$ cat src/rtl/fifo_arb_pkg.sv
// Shared encodings for the two-producer FIFO write arbiter.
// State constants and one-hot grant values used by the arbiter and the bench.
package fifo_arb_pkg;

    typedef enum logic [1:0] {
        ST_IDLE = 2'd0,
        ST_GNT0 = 2'd1,
        ST_GNT1 = 2'd2
    } state_t;

    localparam logic [1:0] GRANT_NONE = 2'b00;
    localparam logic [1:0] GRANT_REQ0 = 2'b01;
    localparam logic [1:0] GRANT_REQ1 = 2'b10;

    function automatic state_t gnt_state(input logic who);
        return who ? ST_GNT1 : ST_GNT0;
    endfunction

endpackage

$ cat src/rtl/rr_pick2.sv
// Two-way round-robin picker: a tie goes to the side that did not own last.
// Pure combinational; winner is meaningless when any_valid is low.
module rr_pick2 (
    input  logic [1:0] valid,
    input  logic       last_grant,
    output logic       winner,
    output logic       any_valid
);

    always_comb begin
        any_valid = |valid;
        winner    = 1'b0;
        unique case (1'b1)
            (valid == 2'b11): winner = ~last_grant;
            (valid == 2'b10): winner = 1'b1;
            default:          winner = 1'b0;
        endcase
    end

endmodule

$ cat src/rtl/fifo_wr_arbiter.sv
// Round-robin burst arbiter sharing one fifo_sync write port between two
// producers; fifo_full stalls the current owner without losing its grant.
module fifo_wr_arbiter
    import fifo_arb_pkg::*;
#(
    parameter int MEMORY_WIDTH = 4,
    parameter int BURST_LEN    = 2,
    parameter int CNT_SIZE     = 2
) (
    input  logic                    clk,
    input  logic                    rst,
    input  logic                    req0_valid,
    input  logic [MEMORY_WIDTH-1:0] req0_data,
    output logic                    req0_ready,
    input  logic                    req1_valid,
    input  logic [MEMORY_WIDTH-1:0] req1_data,
    output logic                    req1_ready,
    input  logic                    fifo_full,
    output logic                    fifo_w_en,
    output logic [MEMORY_WIDTH-1:0] fifo_wdata,
    output logic [1:0]              grant
);

    localparam logic [CNT_SIZE-1:0] LAST_BEAT = CNT_SIZE'(BURST_LEN - 1);

    state_t              state_q, state_d;
    logic                last_grant_q, last_grant_d;
    logic [CNT_SIZE-1:0] beat_cnt_q, beat_cnt_d;

    logic owner;
    logic own_valid;
    logic other_valid;
    logic accept;
    logic pick;
    logic any_valid;

    rr_pick2 u_pick (
        .valid      ({req1_valid, req0_valid}),
        .last_grant (last_grant_q),
        .winner     (pick),
        .any_valid  (any_valid)
    );

    always_comb begin
        state_d      = state_q;
        last_grant_d = last_grant_q;
        beat_cnt_d   = beat_cnt_q;
        owner        = 1'b0;
        own_valid    = 1'b0;
        other_valid  = 1'b0;
        accept       = 1'b0;
        req0_ready   = 1'b0;
        req1_ready   = 1'b0;
        fifo_w_en    = 1'b0;
        fifo_wdata   = '0;
        grant        = GRANT_NONE;
        unique case (state_q)
            ST_IDLE: begin
                if (any_valid) begin
                    state_d = gnt_state(pick);
                end
            end
            ST_GNT0, ST_GNT1: begin
                owner       = (state_q == ST_GNT1);
                own_valid   = owner ? req1_valid : req0_valid;
                other_valid = owner ? req0_valid : req1_valid;
                // A word must never reach the FIFO in a reset cycle.
                accept      = own_valid & ~fifo_full & ~rst;
                req0_ready  = ~owner & ~fifo_full & ~rst;
                req1_ready  = owner & ~fifo_full & ~rst;
                fifo_w_en   = accept;
                if (!rst) begin
                    grant      = owner ? GRANT_REQ1 : GRANT_REQ0;
                    fifo_wdata = owner ? req1_data : req0_data;
                end
                if (!own_valid || (accept && beat_cnt_q == LAST_BEAT)) begin
                    last_grant_d = owner;
                    beat_cnt_d   = '0;
                    if (other_valid) begin
                        state_d = gnt_state(~owner);
                    end else if (own_valid) begin
                        state_d = gnt_state(owner);
                    end else begin
                        state_d = ST_IDLE;
                    end
                end else if (accept) begin
                    beat_cnt_d = beat_cnt_q + CNT_SIZE'(1);
                end
            end
            default: begin
                state_d = ST_IDLE;
            end
        endcase
    end

    always_ff @(posedge clk) begin
        if (rst) begin
            state_q      <= ST_IDLE;
            last_grant_q <= 1'b1;
            beat_cnt_q   <= '0;
        end else begin
            state_q      <= state_d;
            last_grant_q <= last_grant_d;
            beat_cnt_q   <= beat_cnt_d;
        end
    end

endmodule

$ cat config.mk
export PLATFORM = sky130hd
export DESIGN_NAME = fifo_wr_arbiter
export DESIGN_NICKNAME = d
export VERILOG_FILES = /design/src/rtl/fifo_arb_pkg.sv /design/src/rtl/rr_pick2.sv /design/src/rtl/fifo_wr_arbiter.sv
export SDC_FILE = /design/constraint.sdc
export NUM_CORES = 1
export LEC_CHECK = 0
export CORE_MARGIN = 3
export CORE_UTILIZATION = 36
export CTS_CLUSTER_DIAMETER = 120
export DETAILED_ROUTE_END_ITERATION = 7
export MAX_ROUTING_LAYER = met4
export PLACE_DENSITY = 0.73
export SLEW_MARGIN = 20
export SYNTH_ARGS = -nofsm -noshare
export SYNTH_HDL_FRONTEND = slang
export SYNTH_HIERARCHICAL = 1
export SYNTH_SLANG_ARGS = --single-unit
$ cat constraint.sdc
create_clock -name clk -period 1.4 [get_ports clk]
set_input_delay 0.35 -clock clk [delete_from_list [all_inputs] [get_ports clk]]
set_output_delay 0.35 -clock clk [all_outputs]
set_load 0.01 [all_outputs]
* Yosys cells after proc, flatten, opt, wreduce, memory -nomap -nowiden *
Index checks and enable logic that the tools add are counted.

word-level totals
  flip-flop bits (word level) = 5
  word-level logic and storage cells = 52

operators by class
  reduce and logical (&&, ||, !) cells = 10
  bitwise gates (word level) = 10
  eq/ne operators = 7
  multiplexer cells = 21
  add/subtract/negate cells = 1

operator list
  cell                                                  number
  2-to-1 mux 2 bit                                      11
  2-to-1 mux 4 bit                                      3
  bitwise AND 1 bit                                     6
  equality test 2 bit (second input constant)           3
  AND reduction 2 bit                                   3
  2-to-1 mux 1 bit                                      5
  equality test 2 x 1 -> 1 bit (second input constant)  2
  != test 2 bit (second input constant)                 2
  inverter 1 bit                                        4
  one-hot mux 2 bit (2 select lines)                    1
  OR reduction 2 bit                                    2
  adder 2 x 1 -> 2 bit (second input constant)          1
  logical NOT 2 bit                                     1
  one-hot mux 1 bit (2 select lines)                    1
  nonzero test 2 bit                                    1
  logical AND 1 bit                                     1
  logical NOT 1 bit                                     1
  logical OR 1 bit                                      1

* Longest topological paths before layout *
Gate-level depths: netlist of run 1.

  word-level depth = 8
  gate-level depth with buffers = 6
  depth with buffers taken out = 5

* Cells and area by module *
The synthesis of run 1 kept the hierarchy.

by module, submodules not included
  module           area an instance (µm²)  seq. area each (µm²)  times used  cells each
  fifo_wr_arbiter  499.2                   100.1                 1           57
  rr_pick2         13.8                    0.0                   1           2

* Worst setup path before layout of run 1 *
Ideal clock, no wire load.

  path kind = register to output
  start point = register state_q[1]
  end point = output port req1_ready
  stages on the path, launching flop included = 5
  slack = -0.210 ns
  path buffers = 0
  data arrival time = 1.260 ns
  data required time = 1.050 ns
  cell sequence = dfxtp_1 inv_1 ha_1 nand2b_1 nor3b_1

between the ends
  word-level cells in the longest chain between the ends = 4

RTL lines
  what                             RTL line                                      text
  start, declared                  fifo_wr_arbiter.sv:26                         state_t state_q, state_d;
  start signal, assigned           fifo_wr_arbiter.sv:102                        state_q <= state_d;
  equality test 2 bit              fifo_wr_arbiter.sv:57, fifo_wr_arbiter.sv:64
  bitwise AND 1 bit (2 in series)  fifo_wr_arbiter.sv:70                         req1_ready = owner & ~fifo_full & ~rst;
  2-to-1 mux 1 bit (*)             fifo_wr_arbiter.sv:57                         unique case (state_q)
  end, declared                    fifo_wr_arbiter.sv:17                         output logic req1_ready,

Mark *: on every way between the ends. The rest lies on a longest branch, timed or not.

* Final worst setup path of run 1 *
  start point = register state_q[0]
  end point = output port fifo_w_en

between the ends
  word-level cells in the longest chain between the ends = 5

RTL lines
  what                             RTL line                                      text
  equality test 2 bit              fifo_wr_arbiter.sv:57, fifo_wr_arbiter.sv:64
  2-to-1 mux 1 bit                 fifo_wr_arbiter.sv:65                         own_valid = owner ? req1_valid : req0_valid;
  bitwise AND 1 bit (2 in series)  fifo_wr_arbiter.sv:68                         accept = own_valid & ~fifo_full & ~rst;
  2-to-1 mux 1 bit (*)             fifo_wr_arbiter.sv:57
  end, declared                    fifo_wr_arbiter.sv:19                         output logic fifo_w_en,

Marks and branches as above.

==> results.json, run 1 <==
{
  "clockBufferDepth": 2,
  "yosysTopAreaCellShare_pct": 19.5,
  "clk_latency_ns": 0.27,
  "die-area_um2": 1910,
  "cp-start-kind": "flop",
  "synth_common_cells": "nor2_1 (7), mux2i_1 (6), nand2b_1 (6)",
  "fmax_mhz": 566,
  "synth.top_cells.by_area": "dfxtp_1 (20%), mux2i_1 (12%), ha_1 (9.8%)",
  "synth_most_common_cell": "nor2_1",
  "clkTransAtPathRegs_ns": 0.05,
  "rsz0062_at_grt": "true",
  "num_vias": 633,
  "viasPerCell": 5.50,
  "die_h_um": 43.8,
  "timing.rr.start": "state_q[0]",
  "synth.distinct_cells": 26,
  "cts_buffers": 3,
  "slew-limit-headroom_pct": 82.6,
  "start_util_pct": 42.2,
  "min_path_type": "reg2reg",
  "first_pass_iters": 4,
  "worst_slack_ns": -0.367,
  "cp.arrival_ns": 1.42,
  "crit_type": "reg2out",
  "powerDensity_nw_per_um2": 1790,
  "violations": "negative setup slack",
  "cts_tree": "built",
  "antenna_left": 0,
  "synth_edf_count": 0,
  "ys_ff_latch": 5,
  "drc": 0,
  "row_count": 12,
  "crit_fanout": 2,
  "die_w_um": 43.8,
  "netlist_area_um2": 513,
  "cap_violations": 0,
  "dr.first_iter.drc_count": 28,
  "synth_top_flop_cell": "dfxtp_1",
  "wire_per_inst_um": 16.2,
  "status": "finished with violations",
  "grt-ovfl-total": 0,
  "cts-htree-levels": 1,
  "ff2ff_setup_slack_ns": -0.23,
  "first_global_vias": 546,
  "area_growth_pct": 102,
  "synth_nets": 76,
  "drive_above_1_share_pct": 56.4,
  "place_hpwl_um": 1180,
  "n_fill_cell": 65,
  "required_ns": 1.05,
  "hp-start": "beat_cnt_q[1]",
  "slew_violations": 0,
  "nNetsFinal": 119,
  "async_flop_share_pct": 0,
  "p_leak_nw": 0.446,
  "end_kind": "primary output",
  "yosys_warnings": 6,
  "finalWirelength_um": 1860,
  "fin_crit_sh_pct": 126,
  "clkSinkCount": 5,
  "setup_viol": 14,
  "crit_start": "state_q[0]",
  "fin_worst_skew_ns": 0.00326,
  "hold_viol": 0,
  "numPortBuffers": 21,
  "syn_area_per_cell_um2": 8.69,
  "ir_drop_uv": 1310,
  "num_antenna_cells": 0,
  "multi_input_area_um2": 518,
  "grt_start_max_net_pins": 10,
  "ios": 22,
  "cts_root_buf": "clkbuf_4",
  "hold_slack_ns": 0.507,
  "coreArea_um2": 1220,
  "synth.largest_area_cell": "dfxtp_1",
  "grt_pass1_wl_um": 2730,
  "antenna_found_initial": 0,
  "globalRouteTotalUtil_pct": 21.0,
  "routabilityCongestion": 0.786,
  "seq_area_frac_synth_pct": 19.5,
  "post-route-util_pct": 85.4,
  "fin_crit_ns": 1.77,
  "worstMarginPinSlew_ns": 0.261,
  "cts_hold_buf": 0,
  "synth_cells": 59,
  "regArea_um2": 108
}
[metal layers]
layer	wire length, um	track usage [%]
met4	74	12.7
met1	798	27.0
met2	884	28.2
met5	0	-
met3	102	6.22
[through the flow]
step	power, mW	setup WS, ns	TNS [ns]	instance area, um2	std cells
6_report	1.86	-0.367	-3.57	1040	115
5_1_grt	1.96	-0.425	-4.39	1040	115
4_1_cts	1.70	-0.356	-2.76	978	113
3_5_place_dp	1.31	-0.691	-7.50	893	105
3_3_place_gp	1.30	-0.685	-7.37	893	105
2_1_floorplan	0.880	0.0123	0	568	59
[state kept, by name, indices dropped and copies added, names as in the netlist]
register      count
beat_cnt_q        2
last_grant_q      1
state_q           2
[final timing paths]
check	endpoint	cells after the start
worst max-delay path	fifo_w_en	6
worst min-delay path	beat_cnt_q[1]	2
worst max register to register	state_q[1]	8
worst min register to register	beat_cnt_q[1]	2
[placed cells by master, fill, tap and decap left out, drive strengths merged]
cell type      count
inv                5
a32oi              2
or4                1
clkbuf             4
mux2i              6
o32ai              3
o21ai              1
a31oi              1
dlygate4sd2        4
a21boi             2
nor2b              2
or3                1
nor3b              3
o2bb2ai            1
clkdlybuf4s50      8
dfxtp              5
mux2               1
nor2               7
buf               28
nand2b             6
ha                 4
nor3               3
nand2              2
or2                1
[critical path, stage by stage (launching register included)]
cell and delay [ns]:
dfxtp_4 0.37, inv_4 0.05, ha_4 0.16, mux2_4 0.32, nand2_4 0.07, nor3_2 0.03, buf_2 0.14
[cells by family (layout without fill, tap and decap cells)]
| family | after synthesis | count (layout) | share of synthesized area, % |
|---|---|---|---|
| multiplexers | 7 | 7 | 14.6 |
| adder cells (fa/ha/maj) | 4 | 4 | 9.76 |
| AND/OR/NAND/NOR | 26 | 26 | 32.0 |
| buffers and inverters | 7 | 49 | 6.10 |
| flip-flops | 5 | 5 | 19.5 |
| AO/OA/AOI/OAI | 10 | 10 | 18.1 |
[repair_timing]
item	4_1_cts	5_1_grt
resized for setup	59	9
setup endpoints to repair	14	14
setup buffers	4	2
pin swaps	9	3
[cell type report]
| type | instances | area share (%) |
|---|---|---|
| multi-input cells | 47 | 49.9 |
| repair buffers | 40 | 33.5 |
| flip-flops and latches | 5 | 10.4 |
| clock buffers | 4 | 2.53 |
| inverters | 5 | 2.05 |
| well taps | 14 | 1.69 |
[where the power goes]
part           switching (mW)  total [mW]  internal, mW
Sequential             0.0503       0.257         0.207
Combinational           0.618        1.41         0.789
Clock                  0.0834       0.193         0.109
Total                   0.752        1.86          1.11
Power figures use the tool's default switching activity.
==> run 2: changes to the inputs <==
- PLACE_DENSITY: 0.73 -> 0.7
- clock period: 1.4 -> 1.7 ns (I/O delays scaled with it)
==> results.json, run 2 (synthesis results as in run 1) <==
{
  "fin_crit_sh_pct": 105,
  "slew_violations": 0,
  "p_clk_share_pct": 11.5,
  "die_w_um": 43.8,
  "worstMarginPinSlew_ns": 0.272,
  "preCtsSetupSlack_ns": -0.589,
  "finish.instance_area_um2": 901,
  "whs_endpoint": "beat_cnt_q[1]",
  "drc": 0,
  "post-route-util_pct": 74.1,
  "ios": 22,
  "numPortBuffers": 21,
  "area_growth_pct": 75.6,
  "first_pass_iters": 5,
  "power.internal_uw": 747,
  "min_path_type": "reg2reg",
  "comb_power_share_pct": 72.1,
  "grt_start_max_net_pins": 8,
  "placedInstanceArea_um2": 811,
  "clkTransAtPathRegs_ns": 0.04,
  "num_vias": 574,
  "cp-start-kind": "flop",
  "ff2ff_setup_slack_ns": 0.22,
  "final_cells": 112,
  "dp.cells": 103,
  "clockBufferDepth": 2,
  "crit_chain": "inv_4, ha_4, mux2_4, nand2_4, nor3_4, buf_2",
  "cpPeakStageDelay_ns": 0.33,
  "setup_viol": 4,
  "fin_worst_skew_ns": 0.00956,
  "cap_violations": 0,
  "powerDensity_nw_per_um2": 1390,
  "p_leak_nw": 0.394,
  "cp.arrival_ns": 1.37,
  "end_kind": "primary output",
  "coreArea_um2": 1220,
  "required_ns": 1.27,
  "viasPerCell": 5.13,
  "top_regs": "beat_cnt_q (2), state_q (2), last_grant_q (1)",
  "fin_crit_ns": 1.79,
  "crit_type": "reg2out",
  "hold_viol": 0,
  "rsz0062_at_grt": "true",
  "antenna_left": 0,
  "first_global_vias": 614,
  "sw_frac_of_total_pct": 40.2,
  "finalWirelength_um": 1420,
  "grt_pass1_wl_um": 2480,
  "num_antenna_cells": 0,
  "cts_root_buf": "clkbuf_4",
  "timing.rr.start": "state_q[1]",
  "antenna_found_initial": 0,
  "clk_latency_ns": 0.25,
  "place_hpwl_um": 1070,
  "slew-limit-headroom_pct": 81.8,
  "die_h_um": 43.8,
  "timing.rr.end": "state_q[0]",
  "p_total_mw": 1.25,
  "crit_fanout": 4,
  "seqPwrFrac_pct": 16.4,
  "layout_commonest_cell": "buf_4",
  "cts_buffers": 3,
  "grt-ovfl-total": 0,
  "worst_slack_ns": -0.0919,
  "drive_above_1_share_pct": 46.9,
  "routabilityCongestion": 0.805,
  "violations": "negative setup slack",
  "cts_tree": "built",
  "hp-start": "beat_cnt_q[1]",
  "row_count": 12,
  "p_switching_uw": 501,
  "r2r_cells": 6,
  "fmax_mhz": 558,
  "wire_per_inst_um": 12.7,
  "nNetsFinal": 116,
  "start_util_pct": 42.2,
  "die-area_um2": 1910,
  "globalRouteTotalUtil_pct": 17.3,
  "final_cell_mix": "buf_4 (12), buf_2 (10), clkdlybuf4s50_1 (9), mux2i_1 (6), nor2_1 (6)",
  "cts-htree-levels": 1,
  "cpMaxStageDelayCell": "dfxtp_2",
  "dr.first_iter.drc_count": 14,
  "clkSinkCount": 5,
  "worstHoldPathCells": 2,
  "status": "finished with violations",
  "ir_drop_uv": 784
}
## run 2: final cells by class
type,count,area [um2]
inverter,5,21.3
tap,14,17.5
multi-input combinational,47,440
clock buffer,4,26.3
fill,103,315
sequential,5,105
timing repair buffer,37,290
## run 2: power by group through the flow
stage | registers, mW | clock network (mW) | logic, mW
CTS | 0.196 | 0.148 | 0.878
global placement | 0.182 | 0 | 0.732
finish | 0.204 | 0.144 | 0.900
floorplan | 0.181 | 0 | 0.440
detailed placement | 0.183 | 0 | 0.737
global route | 0.210 | 0.160 | 0.980
## run 2: routing by layer
metal  up-vias  global-route usage [%]  part of all wire (%)
met1       263                    21.3                    43
met5         -                       -                     0
met2        20                    28.8                    51
met3         0                    3.73                   5.8
li1        291                       -                     -
met4         0                    3.61                     0
## run 2: worst max path at each step
stage / startpoint / end / slack, ns
after floorplan: state_q[1] / req1_ready / 0.02
after global placement: rst / req1_ready / -0.58
after detailed placement: rst / req1_ready / -0.59
after CTS: state_q[0] / fifo_w_en / -0.09
after global routing: state_q[1] / fifo_w_en / -0.15
final: state_q[0] / fifo_w_en / -0.09
## run 2: worst max-delay path, delay by kind of cell, from the launching register on
kind	cells	cell delay, ns
flip-flops	1	0.33
multiplexers	1	0.32
buffers and inverters	2	0.21
adder cells (fa/ha/maj)	1	0.16
AND/OR/NAND/NOR	2	0.10
## run 2: repair_timing
item / in CTS / in global routing
pin swaps: 3 / 2
gates resized for setup: 54 / 4
gates cloned: 1 / 0
setup endpoints to repair: 9 / 9
hold endpoints to repair: 0 / 0
hold buffers: 0 / 0
setup buffers: 4 / 0
## run 2: through the flow
step	hold slack (ns)	setup TNS [ns]
after global placement	0.465	-4.84
after floorplan	0.455	0
after CTS	0.480	-0.295
after detailed placement	0.474	-4.91
after global routing	0.516	-0.803
final	0.478	-0.216
